$ cat src/rtl/vc_wrr_scheduler_pkg.sv
// Shared constants, mode codes and FSM states for the QoS VC read-side scheduler.
package vc_wrr_scheduler_pkg;

  localparam int unsigned QUEUE_QUANTITY    = 4;
  localparam int unsigned MAX_WEIGHT        = 64;
  localparam int unsigned TABLE_SIZE        = 8;
  localparam int unsigned TIPOS_ROUND_ROBIN = 3;

  typedef enum logic [1:0] {
    RR_PLAIN  = 2'd0,
    RR_WEIGHT = 2'd1,
    RR_TABLE  = 2'd2
  } rr_mode_t;

  typedef enum logic [1:0] {
    S_IDLE,
    S_SELECT,
    S_SERVE
  } state_t;

  function automatic int unsigned wrap_next(input int unsigned idx, input int unsigned n);
    return (idx + 1) % n;
  endfunction

endpackage

$ cat src/rtl/vc_wrr_scheduler_rr_prio_finder.sv
// Rotating first-set search: finds the first set req bit at or after start, wrapping.
module vc_wrr_scheduler_rr_prio_finder #(
  parameter int unsigned N = 4,
  localparam int unsigned W = (N > 1) ? $clog2(N) : 1
) (
  input  logic [N-1:0] req,
  input  logic [W-1:0] start,
  output logic         hit,
  output logic [W-1:0] idx
);

  logic [2*N-1:0] dbl;
  logic [N-1:0]   rot;

  assign dbl = {req, req};
  assign rot = N'(dbl >> start);

  always_comb begin
    int unsigned sum;
    hit = 1'b0;
    idx = '0;
    sum = 0;
    for (int unsigned i = 0; i < N; i++) begin
      if (!hit && rot[i]) begin
        hit = 1'b1;
        sum = 32'(start) + i;
        idx = W'((sum >= N) ? sum - N : sum);
      end
    end
  end

endmodule

$ cat src/rtl/vc_wrr_scheduler.sv
// Read-side scheduler for the QoS VC FIFO bank: RR, weighted RR or arbitration-table policy,
// driving one-hot pop strobes and tagging each popped word with its VC index.
module vc_wrr_scheduler
  import vc_wrr_scheduler_pkg::*;
#(
  parameter int unsigned QUEUE_QUANTITY    = vc_wrr_scheduler_pkg::QUEUE_QUANTITY,
  parameter int unsigned MAX_WEIGHT        = vc_wrr_scheduler_pkg::MAX_WEIGHT,
  parameter int unsigned TABLE_SIZE        = vc_wrr_scheduler_pkg::TABLE_SIZE,
  parameter int unsigned TIPOS_ROUND_ROBIN = vc_wrr_scheduler_pkg::TIPOS_ROUND_ROBIN,
  localparam int unsigned Q  = QUEUE_QUANTITY,
  localparam int unsigned T  = TABLE_SIZE,
  localparam int unsigned QW = $clog2(QUEUE_QUANTITY),
  localparam int unsigned TW = $clog2(TABLE_SIZE),
  localparam int unsigned WW = $clog2(MAX_WEIGHT),
  localparam int unsigned MW = $clog2(TIPOS_ROUND_ROBIN),
  localparam int unsigned PW = (TW > QW) ? TW : QW
) (
  input  logic            clk,
  input  logic            rst,
  input  logic            enb,
  input  logic            iniciar,
  input  logic            rd_en,
  input  logic [Q-1:0]    empty,
  input  logic [MW-1:0]   mem_seleccion_roundRobin,
  input  logic [Q*WW-1:0] mem_pesos,
  input  logic [T*WW-1:0] mem_pesosArbitraje,
  input  logic [T*QW-1:0] mem_selecciones,
  output logic [Q-1:0]    pop,
  output logic [QW-1:0]   vc_id,
  output logic            valid,
  output logic            idle
);

  state_t          state_q, state_d;
  logic [MW-1:0]   mode_q;
  logic [Q*WW-1:0] pesos_q;
  logic [T*WW-1:0] pw_q;
  logic [T*QW-1:0] sel_q;
  logic [PW-1:0]   ptr_q;
  logic [QW-1:0]   grant_q;
  logic [WW-1:0]   cnt_q;

  logic            is_wrr, is_table;
  logic [Q-1:0]    req_q;
  logic [T-1:0]    req_t;
  logic [QW-1:0]   start_q, idx_q;
  logic [TW-1:0]   start_t, idx_t;
  logic            hit_q, hit_t, hit;
  logic [QW-1:0]   hit_vc;
  logic [PW-1:0]   hit_ptr;
  logic [WW-1:0]   quota;

  assign is_wrr   = (mode_q == RR_WEIGHT);
  assign is_table = (mode_q == RR_TABLE);

  always_comb begin
    req_q = '0;
    for (int unsigned v = 0; v < Q; v++)
      req_q[v] = !empty[v] && (!is_wrr || (pesos_q[v*WW +: WW] != '0));
  end

  always_comb begin
    req_t = '0;
    for (int unsigned e = 0; e < T; e++)
      req_t[e] = (pw_q[e*WW +: WW] != '0) && !empty[sel_q[e*QW +: QW]];
  end

  // Mode 3 falls through to plain RR since only WEIGHT and TABLE are decoded.
  assign start_q = QW'(wrap_next(32'(ptr_q), Q));
  assign start_t = TW'(wrap_next(32'(ptr_q), T));

  vc_wrr_scheduler_rr_prio_finder #(.N(Q)) u_find_vc (
    .req   (req_q),
    .start (start_q),
    .hit   (hit_q),
    .idx   (idx_q)
  );

  vc_wrr_scheduler_rr_prio_finder #(.N(T)) u_find_tbl (
    .req   (req_t),
    .start (start_t),
    .hit   (hit_t),
    .idx   (idx_t)
  );

  always_comb begin
    if (is_table) begin
      hit     = hit_t;
      hit_vc  = sel_q[idx_t*QW +: QW];
      hit_ptr = PW'(idx_t);
      quota   = pw_q[idx_t*WW +: WW];
    end else begin
      hit     = hit_q;
      hit_vc  = idx_q;
      hit_ptr = PW'(idx_q);
      quota   = is_wrr ? pesos_q[idx_q*WW +: WW] : WW'(1);
    end
  end

  always_ff @(posedge clk or negedge rst) begin
    if (!rst) begin
      state_q <= S_IDLE;
      mode_q  <= '0;
      pesos_q <= '0;
      pw_q    <= '0;
      sel_q   <= '0;
      ptr_q   <= '0;
      grant_q <= '0;
      cnt_q   <= '0;
    end else if (enb) begin
      state_q <= state_d;
      if (state_q == S_IDLE && iniciar) begin
        mode_q  <= mem_seleccion_roundRobin;
        pesos_q <= mem_pesos;
        pw_q    <= mem_pesosArbitraje;
        sel_q   <= mem_selecciones;
      end
      if (state_q == S_SELECT && iniciar && hit) begin
        grant_q <= hit_vc;
        cnt_q   <= quota;
        ptr_q   <= hit_ptr;
      end
      if (state_q == S_SERVE && valid)
        cnt_q <= cnt_q - 1'b1;
    end
  end

  always_comb begin
    state_d = state_q;
    case (state_q)
      S_IDLE:   if (iniciar) state_d = S_SELECT;
      S_SELECT: begin
        if (!iniciar)  state_d = S_IDLE;
        else if (hit)  state_d = S_SERVE;
      end
      S_SERVE: begin
        if (!iniciar)                                         state_d = S_IDLE;
        else if (empty[grant_q] || (valid && cnt_q == WW'(1))) state_d = S_SELECT;
      end
      default:  state_d = S_IDLE;
    endcase
  end

  always_comb begin
    pop = '0;
    if (state_q == S_SERVE && rd_en && enb && !empty[grant_q])
      pop[grant_q] = 1'b1;
    vc_id = grant_q;
    idle  = (state_q == S_IDLE) || (state_q == S_SELECT && !hit);
  end

  assign valid = |pop;

endmodule

$ cat config.mk
export PLATFORM = sky130hd
export DESIGN_NAME = vc_wrr_scheduler
export DESIGN_NICKNAME = d
export VERILOG_FILES = /design/src/rtl/vc_wrr_scheduler_pkg.sv /design/src/rtl/vc_wrr_scheduler_rr_prio_finder.sv /design/src/rtl/vc_wrr_scheduler.sv
export SDC_FILE = /design/constraint.sdc
export NUM_CORES = 1
export LEC_CHECK = 0
export CORE_MARGIN = 2
export CORE_UTILIZATION = 54
export CTS_BUF_LIST = sky130_fd_sc_hd__clkbuf_16
export DETAILED_ROUTE_END_ITERATION = 10
export GPL_TIMING_DRIVEN = 0
export HOLD_SLACK_MARGIN = 0.15
export PLACE_DENSITY = 0.8
export SLEW_MARGIN = 5
export SYNTH_ARGS = -nofsm -noshare
export SYNTH_HDL_FRONTEND = slang
export SYNTH_HIERARCHICAL = 1
export SYNTH_SLANG_ARGS = --single-unit
export TNS_END_PERCENT = 1
$ cat constraint.sdc
create_clock -name clk -period 5.45 [get_ports clk]
set_input_delay 1.09 -clock clk [delete_from_list [all_inputs] [get_ports clk]]
set_output_delay 1.09 -clock clk [all_outputs]
set_load 0.02 [all_outputs]
==> results.sh <==
export IMPL_grt_remaining_overflow=0
export IMPL_fin_nets=734
export IMPL_max_freq_mhz=183
export IMPL_rsz0062_at_grt="yes"
export IMPL_drive_gt1_frac=0.279
export IMPL_crit_path_max_incr_delay_ns=0.61
export IMPL_wl_per_cell_um=20.2
export IMPL_antenna_cells=0
export IMPL_finClkSkew_ns=0.00765
export IMPL_initial_core_util=0.548
export IMPL_cts_buffers=9
export IMPL_synth_nets=616
export IMPL_synth_area_mux_share=0.346
export IMPL_hold_depth=1
export IMPL_min_period_ns=5.46
export IMPL_maxSlewHeadroom=0.393
export IMPL_async_reset_ff_frac=1.00
export IMPL_netlist_area_sq_um=6180
export IMPL_yosysUniqueCellTypes=61
export IMPL_seq_area_sq_um=2580
export IMPL_yosysWarnings=6
export IMPL_syn_to_final_growth_pct=25.3
export IMPL_drv_slew=0
export IMPL_post_route_drc_count=0
export IMPL_numPortBuffers=106
export IMPL_critPathLaunch="empty[2]"
export IMPL_clk_path_buf_depth=2
export IMPL_synth_xor_area_share=0.00284
export IMPL_ys_seq_elements=103
export IMPL_place_area_sq_um=7450
export IMPL_die_w_um=111
export IMPL_cts_tree="done"
export IMPL_h_tree_depth=3
export IMPL_start_kind="input pin"
export IMPL_dp_cells=762
export IMPL_grt_first_pass_wirelength_um=26200
export IMPL_cpMostUsedCell="mux4_2"
export IMPL_drt_iter0_drc=369
export IMPL_holdCritPathClass="reg -> reg"
export IMPL_hold_violations=0
export IMPL_avgSynthCellArea_sq_um=12.1
export IMPL_io_pins=107
export IMPL_reg2reg_slack_ns=0.79
export IMPL_synth_adder_area_share=0.0101
export IMPL_endpoint="idle"
export IMPL_worst_pin_slew_ns=0.906
export IMPL_place_hpwl_um=12200
export IMPL_violations="negative setup slack"
export IMPL_grtUsageTotal=0.268
export IMPL_dieArea_sq_um=12300
export IMPL_postSynthCellCount=512
export IMPL_routed_via_density=6.23
export IMPL_route_vias_total=4850
export IMPL_multiInputGateArea_sq_um=3430
export IMPL_finalNonFillerCells=778
export IMPL_synthSimpleGateAreaFrac=0.106
export IMPL_ant_nets=0
export IMPL_die_y_um=111
export IMPL_cts_setup_buffers=0
export IMPL_worst_setup_path_end_kind="primary output"
export IMPL_place_gp_congestion=0.896
export IMPL_fin_ws_ns=-0.00991
export IMPL_grt_antenna_before_repair=0
export IMPL_crit_required_ns=4.36
export IMPL_worst_setup_path_type="in -> out"
export IMPL_setup_viol=1
export IMPL_synth_compound_area_share=0.0857
export IMPL_r2r_cells=15
export IMPL_clock_latency_ns=0.35
export IMPL_finalWirelength_um=15700
export IMPL_grt_max_degree=73
export IMPL_drv_cap=0
export IMPL_r2r_end="cnt_q[5]"
export IMPL_timing_final_crit_share=1.00
export IMPL_hold_ws_ns=0.506
export IMPL_cp_max_fo=10
export IMPL_drt_first_pass_iters=5
export IMPL_core_rowCount=39
export IMPL_core_sq_um=11300
export IMPL_cts_sinks=103
export IMPL_critical_path_cell_chain="dlygate4sd2_1, mux4_2, a21oi_1, mux4_2, mux2i_4, and3_1, nand4_2, nand2b_1, nand2_1, mux2i_1, nor2_1, clkdlybuf4s50_1"
export IMPL_stdcell_area_sq_um=7740
export IMPL_synth_top_family_by_area="multiplexers"
export IMPL_path_clk_slew_ns=0.07
export IMPL_grt_pass1_vias=5124
export IMPL_fillers=819
export IMPL_synth_edff_count=0
export IMPL_cts_root_buffer="clkbuf_16"
export IMPL_crit_slowest_cell="clkdlybuf4s50_1"
export IMPL_r2r_start="pw_q[4]"
export IMPL_ys_seq_area_frac=0.417
export IMPL_ys_flop_type="dfrtp_1"
export IMPL_outcome="finished with violations"
export IMPL_cp_arrival_ns=4.37
==> final cells by class <==
type | instances | area share
Tap cell | 143 | 0.0231
Buffer | 30 | 0.0191
Sequential cell | 103 | 0.333
Timing Repair Buffer | 107 | 0.140
Multi-Input combinational cell | 365 | 0.444
Clock buffer | 9 | 0.0291
Inverter | 14 | 0.00679
Clock inverter | 7 | 0.00582
==> logic make-up (layout without fill, tap and decap cells) <==
logic type / count (synthesis) / after routing
AO/OA/AOI/OAI: 78 / 78
XOR/XNOR: 2 / 2
adder cells (fa/ha/maj): 5 / 5
buffers and inverters: 44 / 167
flip-flops: 103 / 103
multiplexers: 155 / 155
AND/OR/NAND/NOR: 125 / 125
==> cell usage in the layout (no fill, tap or decap), types with 14 or more instances in the layout <==
cell | netlist | routed
inv_1 | 13 | 14
nand3_1 | 14 | 14
clkbuf_1 | 20 | 19
nor2_1 | 28 | 28
nand2_1 | 24 | 24
dfrtp_1 | 103 | 103
mux2_2 | 105 | 105
mux2i_1 | 14 | 14
clkdlybuf4s50_1 | 0 | 101
mux4_2 | 29 | 29
==> worst min-delay path by stage <==
stage,start,end,slack [ns]
floorplan,cnt_q[5],cnt_q[5],0.46
global placement,cnt_q[5],cnt_q[5],0.49
detailed placement,cnt_q[5],cnt_q[5],0.50
CTS,cnt_q[5],cnt_q[5],0.51
global route,cnt_q[5],cnt_q[5],0.54
finish,cnt_q[5],cnt_q[5],0.51
==> state kept, by name, indices dropped and copies added, names as in the netlist <==
signal and count:
state_q 2, vc_id 2, sel_q 16, mode_q 2, cnt_q 6, pw_q 48, ptr_q 3, pesos_q 24
==> layer usage <==
metal,GRT usage,vias up,part of all wire
met5,0,-,0
met4,0.0992,0,0.032
met3,0.0530,38,0.060
met2,0.434,182,0.48
met1,0.362,2437,0.43
li1,-,2193,-
==> stage by stage <==
step,setup TNS (ns),util,setup slack [ns]
after global routing,-0.199,0.687,-0.199
after global placement,-38.42,0.658,-0.496
after detailed placement,-4.01,0.661,-0.609
final,-0.00991,0.687,-0.00991
after floorplan,0,-,0.875
after CTS,0,0.687,0.00358
==> repair_timing <==
item,4_1_cts,5_1_grt
pin swaps,0,0
endpoints found under the setup margin,7,7
hold buffers,0,0
resized for setup,11,3
==> synthesized netlist by cell type, types with 3 or more instances <==
cell | n | area (sq um)
a211oi_1 | 9 | 67.6
a21oi_1 | 19 | 95.1
a31oi_1 | 12 | 75.1
and3_1 | 4 | 25.0
buf_2 | 5 | 25.0
clkbuf_1 | 20 | 75.1
dfrtp_1 | 103 | 2580
ha_1 | 5 | 62.6
inv_1 | 13 | 48.8
mux2_2 | 105 | 1180
mux2i_1 | 14 | 140
mux2i_4 | 3 | 67.6
mux4_1 | 3 | 78.8
mux4_2 | 29 | 653
nand2_1 | 24 | 90.1
nand2b_1 | 10 | 62.6
nand3_1 | 14 | 70.1
nand4_1 | 3 | 18.8
nand4b_1 | 4 | 35.0
nor2_1 | 28 | 105
nor2b_1 | 7 | 43.8
nor3_1 | 5 | 25.0
nor3b_1 | 3 | 22.5
nor4_1 | 12 | 75.1
o211ai_1 | 5 | 37.5
o21ai_0 | 5 | 25.0
o21ai_1 | 3 | 15.0
o22ai_1 | 5 | 31.3
or3_1 | 3 | 18.8
==> critical path: cells and delay by family <==
family | cells | cell delay (ns)
compound gates | 1 | 0.11
buf+inv | 2 | 1.03
mux | 4 | 1.30
simple gates | 5 | 0.84
Power is left out: the tool's default activity adds up to more than one toggle a clock period on the data nets, which glitch-free logic cannot reach.
